## src/rtl/led_fill_drain_seq.sv

```systemverilog
// led_fill_drain_seq: serial fill/hold/drain/hold pattern generator for a downstream SIPO LED register.
module led_fill_drain_seq #(
  parameter int WIDTH      = 8,
  parameter int DIV        = 25000000,
  parameter int HOLD_STEPS = 4
) (
  input  logic                       clk,
  input  logic                       reset,
  input  logic                       run,
  output logic                       s_out,
  output logic                       shift_tick,
  output logic [$clog2(WIDTH+1)-1:0] level,
  output logic [1:0]                 phase
);
  localparam int LW = $clog2(WIDTH + 1);
  localparam int CW = DIV > 1 ? $clog2(DIV) : 1;
  localparam int HW = HOLD_STEPS > 1 ? $clog2(HOLD_STEPS) : 1;
  localparam logic [LW-1:0] LMAX = LW'(WIDTH);
  localparam logic [CW-1:0] CMAX = CW'(DIV - 1);
  localparam logic [HW-1:0] HMAX = HW'(HOLD_STEPS > 0 ? HOLD_STEPS - 1 : 0);
  localparam bit NO_HOLD = HOLD_STEPS == 0;
  typedef enum logic [1:0] {FILL, HOLD_FULL, DRAIN, HOLD_EMPTY} phase_t;
  phase_t st, st_n;
  logic [CW-1:0] cnt, cnt_n;
  logic [HW-1:0] hcnt, hcnt_n;
  logic [LW-1:0] level_n;
  logic s_n, tick_n, step;
  always_ff @(posedge clk) begin
    if (reset) begin
      st         <= FILL;
      cnt        <= '0;
      hcnt       <= '0;
      level      <= '0;
      s_out      <= 1'b0;
      shift_tick <= 1'b0;
    end else begin
      st         <= st_n;
      cnt        <= cnt_n;
      hcnt       <= hcnt_n;
      level      <= level_n;
      s_out      <= s_n;
      shift_tick <= tick_n;
    end
  end
  always_comb begin
    step    = run && cnt == CMAX;
    cnt_n   = !run ? cnt : step ? '0 : cnt + CW'(1);
    st_n    = st;
    hcnt_n  = hcnt;
    level_n = level;
    s_n     = s_out;
    tick_n  = 1'b0;
    if (level > LMAX) begin
      st_n    = FILL;
      level_n = '0;
      s_n     = 1'b0;
      hcnt_n  = '0;
    end else if (step) begin
      case (st)
        FILL: begin
          tick_n  = 1'b1;
          s_n     = 1'b1;
          level_n = level + LW'(1);
          if (level == LMAX - LW'(1)) st_n = NO_HOLD ? DRAIN : HOLD_FULL;
        end
        DRAIN: begin
          tick_n  = 1'b1;
          s_n     = 1'b0;
          level_n = level - LW'(1);
          if (level == LW'(1)) st_n = NO_HOLD ? FILL : HOLD_EMPTY;
        end
        default: begin
          hcnt_n = hcnt == HMAX ? '0 : hcnt + HW'(1);
          if (hcnt == HMAX) st_n = st == HOLD_FULL ? DRAIN : FILL;
        end
      endcase
    end
  end
  assign phase = st;
endmodule
```

## config.mk

```make
export PLATFORM = sky130hd
export DESIGN_NAME = led_fill_drain_seq
export DESIGN_NICKNAME = d
export VERILOG_FILES = /design/src/rtl/led_fill_drain_seq.sv
export SDC_FILE = /design/constraint.sdc
export NUM_CORES = 1
export LEC_CHECK = 0
export CAP_MARGIN = 40
export CORE_MARGIN = 5
export CORE_UTILIZATION = 50
export DETAILED_ROUTE_END_ITERATION = 8
export MAX_ROUTING_LAYER = met4
export PLACE_DENSITY = 0.69
export SKIP_LAST_GASP = 1
export SYNTH_ARGS = -nofsm -noshare
export SYNTH_HDL_FRONTEND = slang
export SYNTH_SLANG_ARGS = --single-unit
```

## constraint.sdc

```tcl
create_clock -name clk -period 2.25 [get_ports clk]
set_input_delay 0.5625 -clock clk [delete_from_list [all_inputs] [get_ports clk]]
set_output_delay 0.5625 -clock clk [all_outputs]
set_load 0.005 [all_outputs]
```

==> impl_metrics.csv <==
group,metric,value,unit
logic_synthesis,avgSynthCellArea,8.67,sq um
cells_and_area,finalNetCount,242,
routing,drc,0,
placement,dpl.hpwl,2930,microns
routing,antenna_left,0,
logic_synthesis,async_flop_share,0,%
logic_synthesis,synth_common_cells,"dfxtp_1 (35), a21oi_1 (19), nand2_1 (17)",
cts,clk_path_buf_depth,2,
setup_path,endpoint_kind,"flop",
setup_path,cp.arrival,2.17,ns
hold_path,holdPathStages,2,
routing,viasPerCell,5.86,
sta,fin_crit_sh,87.1,%
setup_path,worst_r2r_path_depth,4,
grt,grt_antenna_before_repair,0,
logic_synthesis,yosysMostFrequentCell,"dfxtp_1",
cells_and_area,diodes,0,
sta,post-route-min-period,1.96,ns
die,die_h,70.4,microns
cts,cts_buffers,5,
pwr,p_per_area,509,nW/um^2
hold_path,min_path_type,"flop to flop",
grt,grt_overflow,0,
sta,slew_headroom,71.3,%
logic_synthesis,yosys.area.top_type_share,38.5,%
logic_synthesis,synth-edff-count,0,
sta,fin_setup_tns,0,ns
setup_path,reg2reg_setup_slack,0.29,ns
cts,hold_buffers,0,
die,io_pins,11,
routing,routedWlPerCell,13.9,microns
logic_synthesis,ys_ff_latch,35,
die,initial_core_util,50.5,%
cts,clock_latency,0.28,ns
logic_synthesis,syn_area,1820,sq um
setup_path,cp-startpoint,"cnt[6]",
die,die_area,4950,sq um
logic_synthesis,synth_cell_types,39,
cts,cts_setup_buffers,0,
cells_and_area,layout-drive-gt1-share,12.4,%
die,die_w,70.4,microns
setup_path,worstReg2RegEnd,"cnt[20]",
cells_and_area,multi_input_area,1040,sq um
logic_synthesis,synth_area_leader_cell,"dfxtp_1",
job,drv_cap,0,
setup_path,cp_max_fo,6,
sta,tightest_slew,0.430,ns
logic_synthesis,synth_seq_area_share,38.5,%
cells_and_area,area_growth,17.9,%
logic_synthesis,yosysWarnings,0,
die,core,3610,sq um
logic_synthesis,synthTopCellsByArea,"dfxtp_1 (38%), a21oi_1 (5.2%), ha_1 (4.8%)",
sta,rsz0062_at_grt,"no",
setup_path,critPathLaunchType,"flop",
grt,grt_max_degree,24,
logic_synthesis,synth_ff_type,"dfxtp_1",
sta,fmaxAchievable,0.510,GHz
grt,grt_pass1_vias,1596,
logic_synthesis,syn_nets,220,
setup_path,setup.worst_path.class,"flop to flop",
cts,cts-root-buf,"clkbuf_8",
logic_synthesis,postSynthCellCount,210,
die,rows,22,
sta,setup_violations,0,
placement,place_congestion,0.859,
status,status,"completed",
routing,totalWireLength,3900,microns
setup_path,r2r_start,"cnt[6]",
cells_and_area,nFillCells,312,
setup_path,crit_path_end,"cnt[20]",
sta,hold_viol,0,
sta,clock_skew,0.00990,ns
pwr,finalPower,1.09,mW
cts,clk_pin_slew,0.07,ns
cts,clock_sinks,35,
cells_and_area,fin_util,59.5,%
cells_and_area,regArea,701,sq um
cts,cts_tree,"done",
grt,grt_pass1_wl,7000,microns
pwr,total_leakage_power,0.709,nW
placement,port_buffers,10,
routing,num_vias,1647,
routing,dr.pass1.iters,5,
grt,grtUsageTotal,17.6,%
pwr,vdd_drop_max,0.322,mV
cts,htree_num_levels,2,
setup_path,cp_data_required_time,2.46,ns
sta,drv_slew,0,
routing,first_iter_violations,56,
[routing by layer]
metal  GRT usage (%)  routed length (microns)  up-vias
li1                -                        -      822
met1            20.1                     1720      789
met3            4.60                      153        4
met5               -                        0        -
met2            29.9                     2000       32
met4            5.53                       29        0
[worst max-delay path, cell delays in order, from the launching register on]
cell     delay [ns]
dfxtp_1        0.43
nand4_1        0.21
or4_4          0.58
or4_1          0.49
a21oi_1        0.17
[placed cells by master (no fill, tap or decap), types with 2 or more instances in the layout]
cell | synthesis | routed
a21o_1 | 2 | 2
a21oi_1 | 19 | 19
a21oi_2 | 2 | 2
and3_1 | 2 | 2
and4_1 | 4 | 4
buf_12 | 0 | 2
buf_4 | 0 | 12
clkbuf_8 | 0 | 5
clkdlybuf4s50_1 | 0 | 9
dfxtp_1 | 35 | 35
ha_1 | 7 | 7
inv_1 | 7 | 7
mux2i_1 | 5 | 5
nand2_1 | 17 | 17
nand2b_1 | 4 | 4
nand3_1 | 6 | 6
nand4_1 | 10 | 10
nor2_1 | 13 | 13
nor2b_1 | 3 | 3
nor3_1 | 4 | 4
nor4_1 | 2 | 2
nor4b_1 | 2 | 2
o21ai_0 | 10 | 10
o31ai_1 | 10 | 10
or3_1 | 7 | 7
or4_1 | 6 | 6
or4_4 | 3 | 3
xnor2_1 | 6 | 6
xor2_1 | 4 | 4
[worst min-delay path by stage]
| stage | slack (ns) | to | from |
|---|---|---|---|
| finish | 0.48 | hcnt[1] | hcnt[1] |
| global route | 0.52 | hcnt[1] | hcnt[1] |
| CTS | 0.49 | hcnt[1] | hcnt[1] |
| detailed placement | 0.48 | hcnt[1] | hcnt[1] |
| global placement | 0.46 | phase[0] | phase[0] |
| floorplan | 0.45 | hcnt[1] | hcnt[1] |
[metrics by stage]
step                      instance area (sq um)  hold WS (ns)  std cells  setup slack [ns]
after CTS                                  2140         0.487        281           0.00243
after floorplan                            1820         0.452        210             0.355
after global routing                       2150         0.520        281             0.190
after detailed placement                   2060         0.477        273            -0.294
final                                      2150         0.483        281             0.289
after global placement                     2060         0.462        273            -0.268
[repair_timing]
| action | 4_1_cts | 5_1_grt |
|---|---|---|
| hold endpoints to repair | 0 | 0 |
| gates resized for setup | 0 | 1 |
| endpoints found under the setup margin | 0 | 9 |
[cell families (layout without fill, tap and decap cells)]
kind of cell,Yosys count,in the layout,share of synthesized area (%)
and+or+nand+nor,87,87,27.9
AOI/OAI and AO/OA,50,50,17.0
DFF,35,35,38.5
buffers and inverters,16,39,4.33
xor gates and xnor gates,10,10,4.81
adders and majority gates,7,7,4.81
muxes,5,5,2.75
[where the power goes]
| group | leakage (nW) | total (mW) | internal [mW] | switching [mW] |
|---|---|---|---|---|
| Sequential | 0.282 | 0.625 | 0.622 | 0.00271 |
| Clock | 0.0412 | 0.435 | 0.216 | 0.219 |
| Combinational | 0.385 | 0.0328 | 0.0147 | 0.0181 |
[layout make-up]
cell class                      count  share of cell area (%)
Clock inverter                      2                   0.583
Inverter                            7                    1.22
Multi-Input combinational cell    159                    48.5
Sequential cell                    35                    32.6
Clock buffer                        6                    3.38
Timing Repair Buffer               24                    10.8
Tap cell                           48                    2.80
[state kept, by name, summed over array words and instances, names as in the netlist]
signal / flops
phase: 2
s_out: 1
hcnt: 2
shift_tick: 1
cnt: 25
level: 4
Note: power is estimated with default switching activity, not from simulation.
